### config.mk
export PLATFORM = sky130hd
export DESIGN_NAME = multibyte_addsub_seq_flat
export DESIGN_NICKNAME = d
export VERILOG_FILES = /design/src/rtl/multibyte_addsub_seq_if.sv /design/src/rtl/multibyte_addsub_seq.sv /design/src/flat_wrapper.sv
export SDC_FILE = /design/constraint.sdc
export NUM_CORES = 1
export LEC_CHECK = 0
export ABC_AREA = 1
export CAP_MARGIN = 20
export CORE_MARGIN = 2
export CORE_UTILIZATION = 58
export DETAILED_ROUTE_END_ITERATION = 7
export PLACE_DENSITY = 0.85
export REMOVE_ABC_BUFFERS = 1
export SYNTH_ARGS = -nofsm -noshare
export SYNTH_HDL_FRONTEND = slang
export SYNTH_SLANG_ARGS = --single-unit
### constraint.sdc
create_clock -name clk -period 5.8 [get_ports clk]
set_clock_uncertainty 0.2 [all_clocks]
set_input_delay 1.16 -clock clk [delete_from_list [all_inputs] [get_ports clk]]
set_output_delay 1.16 -clock clk [all_outputs]
set_load 0.01 [all_outputs]
### src/rtl/multibyte_addsub_seq_if.sv
// rtl/multibyte_addsub_seq_if.sv - start/done request bus for the byte-serial add/sub sequencer
// ADDSUB_FLAGS_EN adds the zero and cout result flags.
interface multibyte_addsub_seq_if #(
    parameter int NBYTES = 4
);
    localparam int W = 8 * NBYTES;

    logic         start;
    logic         m;
    logic [W-1:0] a;
    logic [W-1:0] b;
    logic         busy;
    logic         done;
    logic [W-1:0] s;
    logic         ovr;
`ifdef ADDSUB_FLAGS_EN
    logic         zero;
    logic         cout;
`endif

    modport master (
        output start, m, a, b,
        input  busy, done, s, ovr
`ifdef ADDSUB_FLAGS_EN
        , input zero, cout
`endif
    );

    modport slave (
        input  start, m, a, b,
        output busy, done, s, ovr
`ifdef ADDSUB_FLAGS_EN
        , output zero, cout
`endif
    );
endinterface

### src/rtl/multibyte_addsub_seq.sv
// rtl/multibyte_addsub_seq.sv - NBYTES-wide add/sub built from one 8-bit slice, LSB byte first
// ADDSUB_FLAGS_EN adds registered zero and cout result flags.
module multibyte_addsub_seq #(
    parameter int NBYTES = 4
) (
    input  logic                   clk,
    input  logic                   rst,
    multibyte_addsub_seq_if.slave  bus
);
    localparam int W    = 8 * NBYTES;
    localparam int IDXW = (NBYTES > 1) ? $clog2(NBYTES) : 1;

    typedef enum logic [1:0] {IDLE, RUN, DONE} state_t;

    state_t            state_q, state_d;
    logic [IDXW-1:0]   idx_q, idx_d;
    logic              carry_q, carry_d;
    logic              m_q, m_d;
    logic [W-1:0]      a_q, a_d;
    logic [W-1:0]      b_q, b_d;
    logic [W-1:0]      acc_q, acc_d;
    logic [W-1:0]      s_q, s_d;
    logic              ovr_q, ovr_d;
`ifdef ADDSUB_FLAGS_EN
    logic              zero_q, zero_d;
    logic              cout_q, cout_d;
`endif

    logic [7:0] a_byte;
    logic [7:0] bx_byte;
    logic [8:0] sum9;
    logic [7:0] low8;
    logic       last_byte;

    // low8[7] is the carry into bit 7 of the slice, needed for signed overflow
    always_comb begin
        a_byte    = a_q[{idx_q, 3'b000} +: 8];
        bx_byte   = b_q[{idx_q, 3'b000} +: 8] ^ {8{m_q}};
        sum9      = {1'b0, a_byte} + {1'b0, bx_byte} + {8'b0, carry_q};
        low8      = {1'b0, a_byte[6:0]} + {1'b0, bx_byte[6:0]} + {7'b0, carry_q};
        last_byte = (idx_q == IDXW'(NBYTES - 1));
    end

    always_comb begin
        state_d = state_q;
        idx_d   = idx_q;
        carry_d = carry_q;
        m_d     = m_q;
        a_d     = a_q;
        b_d     = b_q;
        acc_d   = acc_q;
        s_d     = s_q;
        ovr_d   = ovr_q;
`ifdef ADDSUB_FLAGS_EN
        zero_d  = zero_q;
        cout_d  = cout_q;
`endif
        case (state_q)
            IDLE, DONE: begin
                state_d = IDLE;
                if (bus.start) begin
                    state_d = RUN;
                    a_d     = bus.a;
                    b_d     = bus.b;
                    m_d     = bus.m;
                    idx_d   = '0;
                    carry_d = bus.m;
                end
            end
            RUN: begin
                acc_d[{idx_q, 3'b000} +: 8] = sum9[7:0];
                carry_d = sum9[8];
                if (last_byte) begin
                    s_d     = acc_d;
                    ovr_d   = low8[7] ^ sum9[8];
`ifdef ADDSUB_FLAGS_EN
                    zero_d  = (acc_d == '0);
                    cout_d  = sum9[8];
`endif
                    state_d = DONE;
                end else begin
                    idx_d = idx_q + 1'b1;
                end
            end
            default: state_d = IDLE;
        endcase
    end

    always_ff @(posedge clk) begin
        if (rst) begin
            state_q <= IDLE;
            idx_q   <= '0;
            carry_q <= 1'b0;
            m_q     <= 1'b0;
            a_q     <= '0;
            b_q     <= '0;
            acc_q   <= '0;
            s_q     <= '0;
            ovr_q   <= 1'b0;
`ifdef ADDSUB_FLAGS_EN
            zero_q  <= 1'b0;
            cout_q  <= 1'b0;
`endif
        end else begin
            state_q <= state_d;
            idx_q   <= idx_d;
            carry_q <= carry_d;
            m_q     <= m_d;
            a_q     <= a_d;
            b_q     <= b_d;
            acc_q   <= acc_d;
            s_q     <= s_d;
            ovr_q   <= ovr_d;
`ifdef ADDSUB_FLAGS_EN
            zero_q  <= zero_d;
            cout_q  <= cout_d;
`endif
        end
    end

    assign bus.busy = (state_q == RUN);
    assign bus.done = (state_q == DONE);
    assign bus.s    = s_q;
    assign bus.ovr  = ovr_q;
`ifdef ADDSUB_FLAGS_EN
    assign bus.zero = zero_q;
    assign bus.cout = cout_q;
`endif
endmodule

### src/flat_wrapper.sv
// flat-port wrapper written by rule: the top's interface ports become plain ports
module multibyte_addsub_seq_flat 
#(
    parameter int NBYTES = 4
)
  (clk, rst, bus_start, bus_m, bus_a, bus_b, bus_busy, bus_done, bus_s, bus_ovr);
  multibyte_addsub_seq_if #(.NBYTES(NBYTES)) bus_i ();
  input  logic clk;
  input  logic rst;
  input wire logic [$bits(bus_i.start)-1:0] bus_start;
  input wire logic [$bits(bus_i.m)-1:0] bus_m;
  input wire logic [$bits(bus_i.a)-1:0] bus_a;
  input wire logic [$bits(bus_i.b)-1:0] bus_b;
  output wire logic [$bits(bus_i.busy)-1:0] bus_busy;
  output wire logic [$bits(bus_i.done)-1:0] bus_done;
  output wire logic [$bits(bus_i.s)-1:0] bus_s;
  output wire logic [$bits(bus_i.ovr)-1:0] bus_ovr;
  assign bus_i.start = bus_start;
  assign bus_i.m = bus_m;
  assign bus_i.a = bus_a;
  assign bus_i.b = bus_b;
  assign bus_busy = bus_i.busy;
  assign bus_done = bus_i.done;
  assign bus_s = bus_i.s;
  assign bus_ovr = bus_i.ovr;
  multibyte_addsub_seq #(.NBYTES(NBYTES)) u_core (.clk(clk), .rst(rst), .bus(bus_i));
endmodule
==> summary.txt <==
Timing
  • Fin crit period: 3490 ps
  • RSZ-0062 raised after global routing: no
  • Max transition margin: 0.510
  • Final setup vio count: 0
  • Total negative slack: 0 ps
  • Period utilization: 0.602
  • Worst-Margin Slew: 734 ps
  • Slew Viols, Final: 0
  • Endpoints failing hold: 0
  • Maximum achievable frequency: 287 MHz

Cells and area
  • Filler cells: 873
  • Antenna diode count: 0
  • Layout Nets: 1,068
  • Area grow syn2layout: 25.8%
  • Most common cell after layout, fill and taps aside: nor2_1
  • Layout Cells excl Fill: around 1,100
  • Most frequent cells in the layout: nor2_1 (191), dfxtp_1 (135), inv_1 (111)
  • Share of cells above drive strength 1: 0.0622

Logic synthesis
  • Avg Cell Area, Syn: 7.06 sq um
  • Post-synth EDFFs: 0
  • XOR/XNOR share of the synthesized area: 0.0175
  • Synth cell types: 38
  • Main synth FF type: dfxtp_1
  • Synth async-reset ratio: 0
  • Main combinational cell family by area after synthesis: simple AND/OR/NAND/NOR gates
  • Simple-gate share of the synthesized area: 0.210
  • Yosys reg bits: 135
  • Fraction of the mapped netlist area in adder cells: 0.0315
  • Area fraction in compound gates after synthesis: 0.208
  • Seq/Total Area, Yosys: 0.420
  • Post-Synthesis Cell Area: 0.00643 sq mm
  • Synthesis Warnings: 0
  • Post-synthesis mux area share: 0
  • Post-Syn Instances: roughly 900

Routing
  • Routed via count: 6,053
  • Routed WL: 15,200 microns
  • Mean routed wirelength per cell: roughly 13 microns
  • Routed Antenna Nets: 0
  • Drt pass-1 iters: 5
  • Initial detailed-routing violation count: 438
  • Via-to-Cell Ratio: about 5.3
  • DRC: 0

Critical path
  • CP Class: reg -> reg
  • WP data arrival: 3750 ps
  • Req. time, crit path: 6060 ps
  • Worst reg-to-reg path cell count: 17
  • Setup slack, reg-to-reg: 2310 ps
  • Cells along the critical path: inv_2 -> o21ai_0 -> o22ai_1 -> xor2_1 -> fa_1 -> fa_1 -> inv_1 -> nand2_1 -> nand2_1 -> nand3_1 -> nand3_1 -> nand3_1 -> nor2_1 -> nand2_1 -> nand3_1 -> nand2_1 -> inv_1
  • Worst path slowest cell: inv_2
  • Launch point of the worst reg-to-reg path: u_core.idx_q[0]
  • Worst path max stage delay: 530 ps
  • Crit start category: flop
  • R2R Path End: u_core.acc_q[14]
  • Crit path launch: u_core.idx_q[0]
  • Critical Path End Type: flop
  • CP max FO: 41

Min path
  • Worst hold path class: reg -> reg
  • Worst Hold Launch: u_core.b_q[12]
  • Hold path cells: 2
  • Hold Crit Endpoint: u_core.b_q[12]

Placement
  • DP HPWL: 9500 microns
  • Placed cell count: 1,105
  • Gpl congestion: 0.908
  • IO Port Bufs: a little over 100

Global route
  • First-pass GRT wire length: 25,700 microns
  • Pin count of the biggest net entering global routing: 99
  • Vias in the first global route: 5,748
  • GRT Total Usage: 0.271
  • Antenna violations before repair: 0
  • Total congestion overflow: 0

Floorplan
  • Die area: around 0.012 sq mm
  • Core Box Area: 0.0108 sq mm
  • DIE WIDTH: roughly 110 microns
  • Rows: 38
  • Starting density of the core: 0.593
  • I/O pin total: 103
  • Die height: about 110 microns

Power and ir drop
  • Power density over cell area: 339 mW/mm^2
  • Switching pwr: 0.792 mW
  • Leakage: 3.73 nW
  • Gate power share: 0.208
  • Clock Power Share: 0.419
  • Maximum vdd ir drop: between 0.00015 and 0.0002 V
  • Sw Share: 0.289
  • Seq pwr share: 0.373
  • Internal: 1.95 mW

Clock network
  • CTS resizes: 0
  • H-tree level count: 4
  • Reg clk slew, reported paths: about 60 ps
  • Worst skew pair latency: 520 ps
  • Clk sinks: 135
  • Num CTS Buffers: 17
  • CTS Hold Bufs: 0
  • Clock buffer depth: 2
  • Post-CTS Setup Bufs: 0
  • CTS tree: done
  • CTS Root Buffer Type: clkbuf_8

Run status
  • Status: complete, no violations

Job
  • Max-Cap Viols: 0
## metrics by stage
stage	power [mW]	utilization	instance area (sq um)	hold slack, ps	worst slack (ps)
floorplan	1.42	-	6170	232	2070
global placement	1.58	0.686	7430	242	1950
detailed placement	1.59	0.686	7430	252	1900
CTS	2.74	0.744	8070	283	2340
global route	2.87	0.746	8090	293	1990
finish	2.74	0.746	8090	276	2310
## cell type report
type	count	area, sq um	share of cell area
timing repair buffer	110	1110	0.137
inverter	124	468	0.0578
clock inverter	10	166	0.0206
sequential	135	2700	0.334
clock buffer	21	469	0.0580
tap	140	175	0.0217
multi-input combinational	597	3000	0.371
## logic make-up (layout without fill, tap and decap cells)
family,count (synthesis),count (layout)
buffers and inverters,179,265
XOR/XNOR,12,12
adder cells (fa/ha/maj),15,15
AND/OR/NAND/NOR,331,331
AO/OA/AOI/OAI,239,239
flip-flops,135,135
## Yosys cell counts, drive strengths merged, types with 5 or more instances
cell type,n,share of area
a21oi,31,0.024
xor2,12,0.018
o22ai,23,0.022
o21bai,12,0.014
ha,13,0.025
nand2,92,0.055
o21ai,143,0.11
dfxtp,135,0.42
buf,26,0.024
o21a,21,0.025
nand3,34,0.026
clkbuf,29,0.017
inv,123,0.072
nor2,195,0.12
nand4,5,0.0049
## worst max-delay path, delay by kind of cell (launching register included)
kind,cells,cell delay [ps]
buf+inv,3,700
fa+ha+maj,2,880
xor+xnor,1,120
compound gates,2,360
flops,1,310
simple gates,9,840
## power by group through the flow
| stage | Sequential, mW | Clock [mW] | Combinational, mW |
|---|---|---|---|
| floorplan | 1.04 | 0 | 0.376 |
| global placement | 1.04 | 0 | 0.539 |
| detailed placement | 1.04 | 0 | 0.550 |
| CTS | 1.02 | 1.15 | 0.562 |
| global route | 1.03 | 1.19 | 0.645 |
| finish | 1.02 | 1.15 | 0.570 |
## registers in the layout, summed over array words and instances, names as in the netlist
signal	cells
u_core.a_q	32
u_core.acc_q	32
u_core.b_q	32
u_core.bus.ovr	1
u_core.bus.s	32
u_core.carry_q	1
u_core.idx_q	2
u_core.m_q	1
u_core.state_q	2
## worst max path at each step
| stage | end | slack (ps) | depth (start not counted) |
|---|---|---|---|
| 2_1_floorplan | u_core.bus.s[28] | 2070 | 16 |
| 4_1_cts | u_core.bus.s[28] | 2340 | 16 |
| 3_3_place_gp | u_core.a_q[2] | 1950 | 6 |
| 3_5_place_dp | u_core.b_q[1] | 1900 | 6 |
| 5_1_grt | u_core.acc_q[28] | 1990 | 16 |
| 6_report | u_core.acc_q[14] | 2310 | 17 |
## layer usage
| layer | share of wire | global-route usage | vias up |
|---|---|---|---|
| met5 | 0 | 0 | - |
| met4 | 0.028 | 0.117 | 0 |
| met3 | 0.065 | 0.0611 | 39 |
| met2 | 0.49 | 0.454 | 226 |
| met1 | 0.42 | 0.334 | 2711 |
| li1 | - | - | 3077 |
No activity file was read; power rests on OpenSTA's default activity.
